==> src/rtl/mult_share_pkg.sv <==
// Shared types and widths for the multiplier-sharing controller.
// Latency: n/a (declarations only).
// Backpressure: n/a (declarations only).
package mult_share_pkg;

  localparam int OP_W   = 8;   // multiplier operand width
  localparam int PROD_W = 16;  // multiplier product width
  localparam int TMO_W  = 4;   // timeout counter width

  typedef enum logic [1:0] {
    ST_IDLE = 2'd0,
    ST_LOAD = 2'd1,
    ST_BUSY = 2'd2,
    ST_RESP = 2'd3
  } state_e;

  // Last counter value before the timeout fires. Counting starts at zero in
  // the first BUSY cycle, so TIMEOUT BUSY cycles end on TIMEOUT-1.
  function automatic logic [TMO_W-1:0] tmo_last(input int timeout);
    return TMO_W'(timeout - 1);
  endfunction

endpackage

==> src/rtl/mult_share_ctrl_if.sv <==
// Bundle of requester-side and multiplier-side signals of the sharing controller.
// Latency: n/a (wiring only).
// Backpressure: req is a level held by each client until its one-cycle ack.
// Ports: req/dataa_in/datab_in from clients; ack/result/err/busy/grant_idx to clients;
//        mult_dataa/mult_datab/mult_start to the multiplier; mult_done/mult_product back.
interface mult_share_ctrl_if import mult_share_pkg::*; #(
  parameter int NUM_REQ = 4,
  parameter int IDX_W   = 2
) ();

  logic [NUM_REQ-1:0]      req;
  logic [OP_W*NUM_REQ-1:0] dataa_in;
  logic [OP_W*NUM_REQ-1:0] datab_in;
  logic [NUM_REQ-1:0]      ack;
  logic [PROD_W-1:0]       result;
  logic                    err;
  logic                    busy;
  logic [IDX_W-1:0]        grant_idx;
  logic [OP_W-1:0]         mult_dataa;
  logic [OP_W-1:0]         mult_datab;
  logic                    mult_start;
  logic                    mult_done;
  logic [PROD_W-1:0]       mult_product;

  // Environment side: clients plus the multiplier instance.
  modport master (
    output req, dataa_in, datab_in, mult_done, mult_product,
    input  ack, result, err, busy, grant_idx, mult_dataa, mult_datab, mult_start
  );

  // Controller side.
  modport slave (
    input  req, dataa_in, datab_in, mult_done, mult_product,
    output ack, result, err, busy, grant_idx, mult_dataa, mult_datab, mult_start
  );

endinterface

==> src/rtl/rr_pick.sv <==
// Round-robin selector: first set request at or above ptr_i, wrapping to the bottom.
// Latency: combinational.
// Backpressure: none; vld_o simply reports whether any request is present.
// Ports: req_i request vector, ptr_i search start; vld_o any request, idx_o winner.
module rr_pick #(
  parameter int NUM_REQ = 4,
  parameter int IDX_W   = 2
) (
  input  logic [NUM_REQ-1:0] req_i,
  input  logic [IDX_W-1:0]   ptr_i,
  output logic               vld_o,
  output logic [IDX_W-1:0]   idx_o
);

  logic [NUM_REQ-1:0] upper;
  logic               up_vld;
  logic [IDX_W-1:0]   up_idx;
  logic [IDX_W-1:0]   all_idx;

  // Two priority searches: one restricted to requests at or above the pointer,
  // one over everything. The restricted one wins; the other covers the wrap.
  always_comb begin
    upper   = '0;
    up_vld  = 1'b0;
    up_idx  = '0;
    all_idx = '0;
    for (int i = 0; i < NUM_REQ; i++) begin
      upper[i] = req_i[i] && (IDX_W'(i) >= ptr_i);
    end
    // Scan downward so the lowest set bit is the one left standing.
    for (int i = NUM_REQ - 1; i >= 0; i--) begin
      if (upper[i]) begin
        up_vld = 1'b1;
        up_idx = IDX_W'(i);
      end
      if (req_i[i]) begin
        all_idx = IDX_W'(i);
      end
    end
    vld_o = |req_i;
    idx_o = up_vld ? up_idx : all_idx;
  end

endmodule

==> src/rtl/mult_share_ctrl.sv <==
// Shares one sequential 8x8 multiplier among NUM_REQ clients with round-robin arbitration.
// Latency: req seen in IDLE at cycle 0 -> start at 1 -> ack one cycle after accepted done (or timeout).
// Backpressure: clients hold req/operands until ack; one operation in flight, others wait in rr order.
// Ports: clk, reset_a (async active-low), bus (slave side of mult_share_ctrl_if).
module mult_share_ctrl import mult_share_pkg::*; #(
  parameter int NUM_REQ = 4,
  parameter int IDX_W   = 2,
  parameter int TIMEOUT = 15
) (
  input  logic             clk,
  input  logic             reset_a,
  mult_share_ctrl_if.slave bus
);

  localparam logic [TMO_W-1:0] TMO_LAST = tmo_last(TIMEOUT);

  state_e              state_q, state_d;
  logic [IDX_W-1:0]    ptr_q, ptr_d;
  logic [IDX_W-1:0]    grant_q, grant_d;
  logic [TMO_W-1:0]    cnt_q, cnt_d;
  logic [NUM_REQ-1:0]  ack_q, ack_d;
  logic [PROD_W-1:0]   result_q, result_d;
  logic                err_q, err_d;
  logic                busy_q, busy_d;
  logic                start_q, start_d;
  logic [OP_W-1:0]     a_q, a_d;
  logic [OP_W-1:0]     b_q, b_d;

  logic                pick_vld;
  logic [IDX_W-1:0]    pick_idx;
  logic [OP_W-1:0]     a_sel, b_sel;

  rr_pick #(
    .NUM_REQ (NUM_REQ),
    .IDX_W   (IDX_W)
  ) u_rr_pick (
    .req_i (bus.req),
    .ptr_i (ptr_q),
    .vld_o (pick_vld),
    .idx_o (pick_idx)
  );

  // Operand slice of the arbitration winner.
  always_comb begin
    a_sel = '0;
    b_sel = '0;
    for (int i = 0; i < NUM_REQ; i++) begin
      if (pick_idx == IDX_W'(i)) begin
        a_sel = bus.dataa_in[i*OP_W +: OP_W];
        b_sel = bus.datab_in[i*OP_W +: OP_W];
      end
    end
  end

  // Every output is a register, so each is computed here for the cycle after
  // the transition: start is raised while leaving IDLE, ack while entering RESP.
  always_comb begin
    state_d  = state_q;
    ptr_d    = ptr_q;
    grant_d  = grant_q;
    cnt_d    = cnt_q;
    ack_d    = '0;
    result_d = result_q;
    err_d    = err_q;
    start_d  = 1'b0;
    a_d      = a_q;
    b_d      = b_q;

    case (state_q)
      ST_IDLE: begin
        if (pick_vld) begin
          grant_d = pick_idx;
          a_d     = a_sel;
          b_d     = b_sel;
          start_d = 1'b1;
          state_d = ST_LOAD;
        end
      end
      ST_LOAD: begin
        cnt_d   = '0;
        state_d = ST_BUSY;
      end
      ST_BUSY: begin
        cnt_d = cnt_q + 1'b1;
        // Done in the first BUSY cycle may still be the previous operation's level.
        if (bus.mult_done && (cnt_q != '0)) begin
          result_d = bus.mult_product;
          err_d    = 1'b0;
          ack_d    = NUM_REQ'(1) << grant_q;
          state_d  = ST_RESP;
        end else if (cnt_q == TMO_LAST) begin
          result_d = '0;
          err_d    = 1'b1;
          ack_d    = NUM_REQ'(1) << grant_q;
          state_d  = ST_RESP;
        end
      end
      ST_RESP: begin
        ptr_d   = (grant_q == IDX_W'(NUM_REQ - 1)) ? '0 : grant_q + 1'b1;
        state_d = ST_IDLE;
      end
      default: begin
        state_d = ST_IDLE;
      end
    endcase

    busy_d = (state_d != ST_IDLE);
  end

  always_ff @(posedge clk or negedge reset_a) begin
    if (!reset_a) begin
      state_q  <= ST_IDLE;
      ptr_q    <= '0;
      grant_q  <= '0;
      cnt_q    <= '0;
      ack_q    <= '0;
      result_q <= '0;
      err_q    <= 1'b0;
      busy_q   <= 1'b0;
      start_q  <= 1'b0;
      a_q      <= '0;
      b_q      <= '0;
    end else begin
      state_q  <= state_d;
      ptr_q    <= ptr_d;
      grant_q  <= grant_d;
      cnt_q    <= cnt_d;
      ack_q    <= ack_d;
      result_q <= result_d;
      err_q    <= err_d;
      busy_q   <= busy_d;
      start_q  <= start_d;
      a_q      <= a_d;
      b_q      <= b_d;
    end
  end

  assign bus.ack        = ack_q;
  assign bus.result     = result_q;
  assign bus.err        = err_q;
  assign bus.busy       = busy_q;
  assign bus.grant_idx  = grant_q;
  assign bus.mult_dataa = a_q;
  assign bus.mult_datab = b_q;
  assign bus.mult_start = start_q;

endmodule

==> src/flat_wrapper.sv <==
// flat-port wrapper written by rule: the top's interface ports become plain ports
module mult_share_ctrl_flat import mult_share_pkg::*;
#(
  parameter int NUM_REQ = 4,
  parameter int IDX_W   = 2,
  parameter int TIMEOUT = 15
)
  (clk, reset_a, bus_req, bus_dataa_in, bus_datab_in, bus_mult_done, bus_mult_product, bus_ack, bus_result, bus_err, bus_busy, bus_grant_idx, bus_mult_dataa, bus_mult_datab, bus_mult_start);
  mult_share_ctrl_if #(.NUM_REQ(NUM_REQ), .IDX_W(IDX_W)) bus_i ();
  input  logic clk;
  input  logic reset_a;
  input wire logic [$bits(bus_i.req)-1:0] bus_req;
  input wire logic [$bits(bus_i.dataa_in)-1:0] bus_dataa_in;
  input wire logic [$bits(bus_i.datab_in)-1:0] bus_datab_in;
  input wire logic [$bits(bus_i.mult_done)-1:0] bus_mult_done;
  input wire logic [$bits(bus_i.mult_product)-1:0] bus_mult_product;
  output wire logic [$bits(bus_i.ack)-1:0] bus_ack;
  output wire logic [$bits(bus_i.result)-1:0] bus_result;
  output wire logic [$bits(bus_i.err)-1:0] bus_err;
  output wire logic [$bits(bus_i.busy)-1:0] bus_busy;
  output wire logic [$bits(bus_i.grant_idx)-1:0] bus_grant_idx;
  output wire logic [$bits(bus_i.mult_dataa)-1:0] bus_mult_dataa;
  output wire logic [$bits(bus_i.mult_datab)-1:0] bus_mult_datab;
  output wire logic [$bits(bus_i.mult_start)-1:0] bus_mult_start;
  assign bus_i.req = bus_req;
  assign bus_i.dataa_in = bus_dataa_in;
  assign bus_i.datab_in = bus_datab_in;
  assign bus_i.mult_done = bus_mult_done;
  assign bus_i.mult_product = bus_mult_product;
  assign bus_ack = bus_i.ack;
  assign bus_result = bus_i.result;
  assign bus_err = bus_i.err;
  assign bus_busy = bus_i.busy;
  assign bus_grant_idx = bus_i.grant_idx;
  assign bus_mult_dataa = bus_i.mult_dataa;
  assign bus_mult_datab = bus_i.mult_datab;
  assign bus_mult_start = bus_i.mult_start;
  mult_share_ctrl #(.NUM_REQ(NUM_REQ), .IDX_W(IDX_W), .TIMEOUT(TIMEOUT)) u_core (.clk(clk), .reset_a(reset_a), .bus(bus_i));
endmodule
==> config.mk <==
export PLATFORM = sky130hd
export DESIGN_NAME = mult_share_ctrl_flat
export DESIGN_NICKNAME = d
export VERILOG_FILES = /design/src/rtl/mult_share_pkg.sv /design/src/rtl/mult_share_ctrl_if.sv /design/src/rtl/rr_pick.sv /design/src/rtl/mult_share_ctrl.sv /design/src/flat_wrapper.sv
export SDC_FILE = /design/constraint.sdc
export NUM_CORES = 1
export LEC_CHECK = 0
export CAP_MARGIN = 20
export CORE_MARGIN = 5
export CORE_UTILIZATION = 30
export CTS_BUF_LIST = sky130_fd_sc_hd__clkbuf_8
export DETAILED_ROUTE_END_ITERATION = 10
export PLACE_DENSITY = 0.74
export SLEW_MARGIN = 30
export SYNTH_ARGS = -nofsm -noshare
export SYNTH_HDL_FRONTEND = slang
export SYNTH_SLANG_ARGS = --single-unit
==> constraint.sdc <==
create_clock -name clk -period 1.96 [get_ports clk]
set_input_delay 0.392 -clock clk [delete_from_list [all_inputs] [get_ports clk]]
set_output_delay 0.392 -clock clk [all_outputs]
set_load 0.005 [all_outputs]
# Word level (Yosys, flattened, before mapping)
# Index checks and enable logic that the tools add are counted.
[totals]
input_bits = 87
regBits = 49
wordCells = 76
[op_classes]
n_addsub = 2
eq_ne = 8
shifts = 1
mux = 36
order_cmp = 4
n_reduce_logical = 14
[op_table]
columns = ["op", "n"]
rows = [
  ["$mux W8", 8],
  ["$mux W16", 2],
  ["$mux W2", 13],
  ["$mux W4", 3],
  ["$eq A2 B2 Y1 const B", 5],
  ["$mux W1", 8],
  ["$pmux W2 S4", 1],
  ["$pmux W4 S2", 1],
  ["$reduce_bool A2 Y1", 3],
  ["$logic_and A1 B1 Y1", 5],
  ["$add A4 B1 Y4 const B", 1],
  ["$eq A2 B1 Y1 const B", 2],
  ["$eq A4 B4 Y1 const B", 1],
  ["$ge A1 B2 Y1 const A", 2],
  ["$ge A2 B2 Y1 const A", 2],
  ["$logic_not A2 Y1", 2],
  ["$reduce_and A2 Y1", 2],
  ["$reduce_bool A4 Y1", 1],
  ["$reduce_or A4 Y1", 1],
  ["$shl A1 B2 Y4 const A", 1],
  ["$add A2 B1 Y2 const B", 1],
]

# Longest topological paths before layout
[depth]
depth_word = 12
ltp_mapped = 8
depth_no_buf = 7

# By module
# Synthesis repeated with hierarchy kept, for this count alone.
[hier_totals]
cells_unflattened = 181
area_unflattened_um2 = 2483.6
[by_module_without_submodules]
columns = ["mod", "seq_area_each_um2", "n_inst", "area_each_um2", "cells_each"]
rows = [
  ["mult_share_ctrl", 1226.2, 1, 2406.1, 168],
  ["rr_pick", 0.0, 1, 77.6, 13],
]

# Worst setup path before layout
# No wires, ideal clock.
[synth_timing]
path_type = "register -> register"
from = "register u_core.state_q[0]"
to = "register u_core.a_q[4], in the netlist u_core.bus.mult_dataa[4]"
slack_ns = 0.349
path_stages_with_launch = 9
setup_ns = 0.135
arrival_time_ns = 1.476
path_cell_list = "dfrtp_1 -> inv_1 -> ha_1 -> o41a_1 -> buf_2 -> nand3_4 -> buf_6 -> a221oi_1 -> a211oi_2"
[synth_between]
elab_chain_cells = 2
[synth_rtl]
columns = ["item", "line_no", "source"]
rows = [
  ["start: declaration", "mult_share_ctrl.sv:17", "state_e state_q, state_d;"],
  ["start signal: assignment", "mult_share_ctrl.sv:124", "state_q <= state_d;"],
  ["$logic_not A2 Y1", "mult_share_ctrl.sv:69", "case (state_q)"],
  ["$reduce_and A2 Y1 (no source line)", "n/a", ""],
  ["end signal: assignment", "mult_share_ctrl.sv:121", "a_q <= '0;"],
  ["end signal: assignment", "mult_share_ctrl.sv:133", "a_q <= a_d;"],
  ["end: declaration", "mult_share_ctrl.sv:26", "logic [OP_W-1:0] a_q, a_d;"],
]
# Every way passes these cells.
# A chain may end at the register's enable or synchronous reset.

# Worst setup path after layout
[layout_timing]
from = "input port bus_req[1]"
to = "register u_core.busy_q, in the netlist u_core.bus.busy"
[layout_between]
elab_chain_cells = 4
[layout_rtl]
columns = ["item", "line_no", "source"]
rows = [
  ["start: declaration", "flat_wrapper.sv:12", "input wire logic [$bits(bus_i.req)-1:0] bus_req;"],
  ["$reduce_or A4 Y1", "rr_pick.sv:40", "vld_o = |req_i;"],
  ["$mux W2", "mult_share_ctrl.sv:71", "if (pick_vld) begin"],
  ["$pmux W2 S4", "mult_share_ctrl.sv:69", ""],
  ["net u_core.state_d[0]", "mult_share_ctrl.sv:17", ""],
  ["$reduce_bool A2 Y1", "mult_share_ctrl.sv:107", "busy_d = (state_d != ST_IDLE);"],
  ["net u_core.busy_d", "mult_share_ctrl.sv:24", "logic busy_q, busy_d;"],
  ["end signal: assignment", "mult_share_ctrl.sv:131", "busy_q <= busy_d;"],
  ["end: declaration", "mult_share_ctrl.sv:24", ""],
]
# The timed path passes the listed nets, and every way through them passes these cells.

==> out/qor.yml <==
floorplan.die.height_um: 105
drt.antenna.violating_nets: 0
postPlaceCellArea_um2: 4100
gp_congestion: 0.800
numPortBuffers: 127
overflow: 0
synth_seq_area_share_pct: 45.4
normalized_max_slew_margin_pct: 65.3
pin_count: 128
first_global_vias: 2527
grt.total_usage_pct: 14.0
ir_worst_vdd_v: 0.000487
switchingPower_mw: 1.90
tritoncts: "built"
finalWorstSetupSlack_ns: 0.0579
design_area_um2: 4220
ctsRootBufferMaster: "clkbuf_8"
cts_made_buffers: 5
synth.cell_area_um2: 2700
final.min_clock_period_ns: 1.90
combPwrFrac_pct: 54.4
clkSinkCount: 49
ws_path_type: "input pin to register"
syn_avg_cell_area_um2: 10.3
end_kind: "register"
area_delta_synth_final_pct: 56.5
worstSkewPairLatency_ns: 0.30
sw_frac_of_total_pct: 36.5
yosys_register_bits: 49
fin_worst_skew_ns: 0.00755
tightest_slew_ns: 0.521
die_area_um2: 11000
drtPass1Iterations: 4
fraction_of_layout_instances_using_a_drive_strength_above_1_pct: 12.9
drt_iter0_markers: 74
cpLargestDelayFamily: "buffers and inverters"
grt_pass1_wl_mm: 12.8
mappedNetlistNets: 359
viasPerCell: 4.83
post_synth_inst_count: 262
critical_path_buf_inv_count: 2
cellInternalPower_mw: 3.31
design.final.nets: 491
fin_crit_sh_pct: 97.0
highest_attainable_clock_frequency_ghz: 0.526
finalSetupViolCount: 0
worst-path-stages: 6
post_placement_setup_slack_ns: -0.223
floorplan.rows: 34
initial_utilization_pct: 30.8
wl_per_cell_um: 15.5
report.final.hold_viol_count: 0
drt-total-wl_mm: 7.79
start_kind: "input pin"
netlist-cell-type-count: 42
cp_cell_sequence: "clkdlybuf4s50_1 -> o41a_1 -> buf_4 -> nor2_1 -> o31ai_1 -> or2_2"
placeableCoreArea_um2: 8760
clk_pin_slew_ns: 0.10
rsz0062_at_grt: "true"
min_path_type: "input pin to async pin"
leakage_nw: 1.79
grt_max_degree: 34
number_of_antenna_violations_at_the_first_check_in_global_routing: 0
antenna-diode-count: 0
timing.critical_path.slowest_cell_delay_ns: 0.54
seq_power_share_pct: 33.5
cts_max_level: 2
critical_path.max_fanout: 6
cp_data_arrival_time_ns: 2.09
power.total_mw: 5.21
timing.critical_path.slowest_stage_cell: "o41a_1"
post-route-drc-count: 0
outcome: "finished clean"
die_x_um: 105
ys_warn_count: 0
power-per-cell-area_nw_per_um2: 1230
reg2regPathDepth: 6
route.vias.total: 2430
cap_violations: 0
clockPowerShare_pct: 12.1
final-max-slew-violation-count: 0
ctsLongestPathBuffers: 2
worst-endpoint-required_ns: 2.15
dp.final_hpwl_mm: 6.25
cell families after synthesis:
logic type / Yosys count / share of synthesized area [%]
AOI/OAI and AO/OA: 64 / 19.8
muxes: 19 / 7.14
adders and majority gates: 10 / 4.64
DFF: 49 / 45.4
buffers and inverters: 24 / 5.10
and+or+nand+nor: 96 / 17.9
flip-flops by register name, indices dropped and copies added (netlist names):
register               count
u_core.bus.grant_idx       2
u_core.bus.mult_datab      8
u_core.bus.result         16
u_core.state_q             2
u_core.bus.mult_start      1
u_core.bus.ack             4
u_core.bus.busy            1
u_core.ptr_q               2
u_core.cnt_q               4
u_core.bus.err             1
u_core.bus.mult_dataa      8
cell type report:
| cell class | count | area (µm²) |
|---|---|---|
| Sequential cell | 49 | 1230 |
| Tap cell | 108 | 135 |
| Multi-Input combinational cell | 189 | 1340 |
| Clock buffer | 6 | 82.6 |
| Fill cell | 810 | 4540 |
| Inverter | 9 | 33.8 |
| Clock inverter | 2 | 13.8 |
| Timing Repair Buffer | 140 | 1390 |
metal layers:
metal	up-vias	GRT usage, %	part of all wire (%)
li1	1189	-	-
met1	1150	18.1	44
met2	79	23.1	48
met3	12	3.76	5.6
met4	0	4.11	2.0
met5	-	0	0
worst reg2reg max path, delay by kind of cell (launching register included):
kind | cells | cell delay [ns]
fa+ha+maj | 1 | 0.22
flops | 1 | 0.40
simple gates | 1 | 0.25
buf+inv | 1 | 0.10
compound gates | 3 | 0.76
synthesized netlist by cell type, drive strengths merged:
master  number  area, µm²
a211oi      16        170
nand2       38        150
a311oi       3       26.3
o221a        1       11.3
and3b        1       8.76
clkbuf       6       22.5
and2        19        121
a21o         2       15.0
o41a         1       11.3
and3         3       22.5
nor2b        1       6.26
ha          10        125
nand2b       2       12.5
o31ai        2       15.0
nand3b       2       15.0
nor2        22       85.1
or2          1       6.26
nand4        2       12.5
nand3        5       42.5
buf          9       81.3
a21oi        1       5.00
mux2i       17        170
a221oi      13        133
a22oi        1       7.51
o211a        1       10.0
inv          9       33.8
mux2         2       22.5
dfrtp       49       1230
o21ai       23        130
per-stage QoR:
stage | hold WS [ns] | cells | util (%) | TNS (ns)
after floorplan | 0.0964 | 262 | - | 0
after CTS | 0.0717 | 501 | 47.9 | 0
after global placement | 0.400 | 493 | 46.8 | -1.98
final | 0.0563 | 503 | 48.2 | 0
after global routing | 0.100 | 503 | 48.2 | -0.0314
after detailed placement | 0.404 | 493 | 46.8 | -2.83
timing repair:
item / in CTS / in global routing
gates resized for setup: 0 / 2
setup endpoints to repair: 0 / 13
hold buffers: 0 / 0
setup buffers: 0 / 2
cell usage in the layout (no fill, tap or decap), drive strengths merged, types with 3 or more instances in the layout:
cell	count
and3	3
clkdlybuf4s50	126
nand3	5
inv	9
clkbuf	6
buf	14
dfrtp	49
and2	19
a221oi	13
nand2	38
mux2i	17
ha	10
o21ai	23
a211oi	16
nor2	22
a311oi	3
final timing paths:
check	startpoint	end	slack, ns
worst min register to register	u_core.bus.err$_DFFE_PN0P_	u_core.bus.err$_DFFE_PN0P_	0.53
worst max-delay path	bus_req[1]	u_core.bus.busy$_DFF_PN0_	0.06
worst max register to register	u_core.state_q[0]$_DFF_PN0_	u_core.bus.mult_datab[0]$_DFFE_PN0P_	0.11
min in group clk	u_core.bus.err$_DFFE_PN0P_	u_core.bus.err$_DFFE_PN0P_	0.53
worst min-delay path	reset_a	u_core.bus.ack[2]$_DFF_PN0_	0.06
max in group asynchronous	reset_a	u_core.bus.mult_dataa[2]$_DFFE_PN0P_	1.37
power groups by stage:
stage / Clock (mW) / Sequential, mW / Combinational (mW)
after floorplan: 0 / 1.76 / 1.48
after global placement: 0 / 1.75 / 2.76
after detailed placement: 0 / 1.78 / 2.83
after CTS: 0.645 / 1.75 / 2.84
after global routing: 0.679 / 1.81 / 3.11
final: 0.628 / 1.75 / 2.83
Power figures use the tool's default switching activity.
==> variant (same flow settings) <==
Re-encode `state_e` (4 states) as one-hot, 4 bits wide.
--- a/src/rtl/mult_share_pkg.sv
+++ b/src/rtl/mult_share_pkg.sv
@@ -8,9 +8,9 @@
   localparam int TMO_W  = 4;   // timeout counter width
 
-  typedef enum logic [1:0] {
-    ST_IDLE = 2'd0,
-    ST_LOAD = 2'd1,
-    ST_BUSY = 2'd2,
-    ST_RESP = 2'd3
+  typedef enum logic [3:0] {
+    ST_IDLE = 4'b0001,
+    ST_LOAD = 4'b0010,
+    ST_BUSY = 4'b0100,
+    ST_RESP = 4'b1000
   } state_e;
 
Formal check against the unedited RTL: no difference found for any inputs over 10 cycles, from zero or initial values and one cycle with reset_a low; not proved beyond that.
==> variant against the unedited design <==
Total power grew 7.2%. Setup slack lost 0.027 ns. Sequential cell count grew 2. Routed wire length grew 0.26%. Sequential share of layout area grew 1.4 points. Synthesized area shrank 5.6%. Final area shrank 0.71%. Highest routed layer unchanged. Largest power group unchanged. Critical endpoint is now u_core.bus.mult_dataa[6]. Clock power grew 21%.
==> variant: results (changes against the unedited design) <==
- Status: completed
- Dpl cell area: 3990 µm² (-2.8%)
- Peak supply drop: 0.519 mV (+6.7%)
- Critical path peak fanout: 8 (+2)
- Routing usage on met2: 25.4% (+2.3 points)
- Clock-pin slew on the worst setup and hold paths: 0.09 ns
- PortBufs: 127 (unchanged)
- CP max-delay cell: or4_1
- Final setup skew: 0.00726 ns (-0.000294 ns)
- Gpl congestion: 0.765 (-4.4%)
- Setup WS pre-CTS: -0.567 ns (-0.344 ns)
- Crit path DAT: 2.15 ns (+0.06 ns)
- Total GRT Usage: 14.9% (+0.89 points)
- # diodes: 0 (unchanged)
- Slew HR: 67.1% (+1.8 points)
- Worst R2R Start: u_core.ptr_q[1]
- Leak Pwr: 0.00188 µW (+4.7%)
- Final wirelength: 7810 µm (+0.26%)
- CP delay by family, top: simple AND/OR/NAND/NOR gates
- Crit-path max cell delay: 0.50 ns (-0.04 ns)
- First drt pass iteration count: 4 (unchanged)
- Vias in the first global route: 2545 (+0.71%)
- CTS buffer count: 5 (unchanged)
- Comb group: 2980 µW (+5%)
- First-pass GRT wire length: 12300 µm (-4.5%)
- Register-to-register setup slack: 0.12 ns
- Post-synth top cells: dfrtp_1 (50), nand2_1 (30), a22oi_1 (17), o221ai_1 (17)
- Largest net degree at the start of global routing: 23 (-32%)
- Cell Count, Final, Fillers Out: 482 (-4.2%)
- Asr flop ratio synth: 100% (unchanged)
- Share of cells above drive strength 1: 11.4% (-1.5 points)
- Post-layout nets: 470 (-4.3%)
- Part of the power in the clock network: 13.6% (+1.5 points)
- Final hold slack: 0.0434 ns (-0.0129 ns)
- Net Count, Synth: 331 (-7.8%)
- Post-DR vias/cell: 5.03 (+4.1%)
- Top cells by area, synth: dfrtp_1 (49%), mux2i_1 (6.3%), o221ai_1 (5.8%)
- Flop pwr share: 33.0% (-0.5 points)
- Max reg flops: 16 (unchanged)
- GRT met3 Usage: 5.05% (+1.3 points)
- Hold/Removal Path Class: in -> async
- Syn_area_per_cell: 10.7 µm² (+4.3%)
- Met1 usage: 17.9% (-0.19 points)
- Launch point of the worst path: bus_req[0]
- Final Cycle Share: 98.4% (+1.4 points)
- DP Wirelength: 5800 µm (-7.3%)
- Distinct cells, synth: 39 (-7.1%)
- Initial DRC count: 113 (+53%)
- Sequential share of the synthesized area: 50.1% (+4.7 points)
- P_int: 3630 µW (+9.9%)
[variant: cell count changes after synthesis, moves of 7 or more]
| cell | delta |
|---|---|
| a211oi_2 | -10 |
| nor2_1 | -16 |
| o21ai_0 | -8 |
| a22o_1 | +16 |
| a221oi_1 | -9 |
| o221ai_1 | +17 |
| and2_1 | -15 |
| a22oi_1 | +16 |
| nand2_1 | -7 |
[variant: cells by family after synthesis]
| family | after synthesis | share of synthesized area, % |
|---|---|---|
| AO/OA/AOI/OAI | 76 | 22.6 |
| XOR/XNOR | 1 | 0.344 |
| multiplexers | 18 | 7.17 |
| AND/OR/NAND/NOR | 55 | 10.4 |
| flip-flops | 51 | 50.1 |
| buffers and inverters | 29 | 5.89 |
| adder cells (fa/ha/maj) | 7 | 3.44 |
[variant: metal layers]
metal	vias up	part of all wire [%]
li1	1151	-
met1	1139	40
met2	123	48
met3	12	10
met4	0	1.1
met5	-	0
[variant: path summary, 6_finish.rpt]
kind,end
max,u_core.bus.mult_dataa[6]
min,u_core.bus.busy
max reg2reg,u_core.bus.mult_datab[1]
min reg2reg,u_core.bus.result[8]
max in group asynchronous,u_core.ptr_q[0]
min in group clk,u_core.bus.result[8]
[variant: repair_timing]
| action | 4_1_cts | 5_1_grt |
|---|---|---|
| pin swaps | 0 | 1 |
| endpoints found under the setup margin | 17 | 17 |
| gates cloned | 1 | 0 |
| gates resized for setup | 5 | 9 |
| buffers inserted | 2 | 0 |
[variant: area by class of cell]
| class | count | area, µm² |
|---|---|---|
| Timing Repair Buffer | 147 | 1450 |
| Clock inverter | 2 | 35.0 |
| Clock buffer | 6 | 82.6 |
| Inverter | 14 | 57.6 |
| Fill cell | 756 | 4070 |
| Tap cell | 105 | 131 |
| Multi-Input combinational cell | 157 | 1160 |
| Sequential cell | 51 | 1280 |
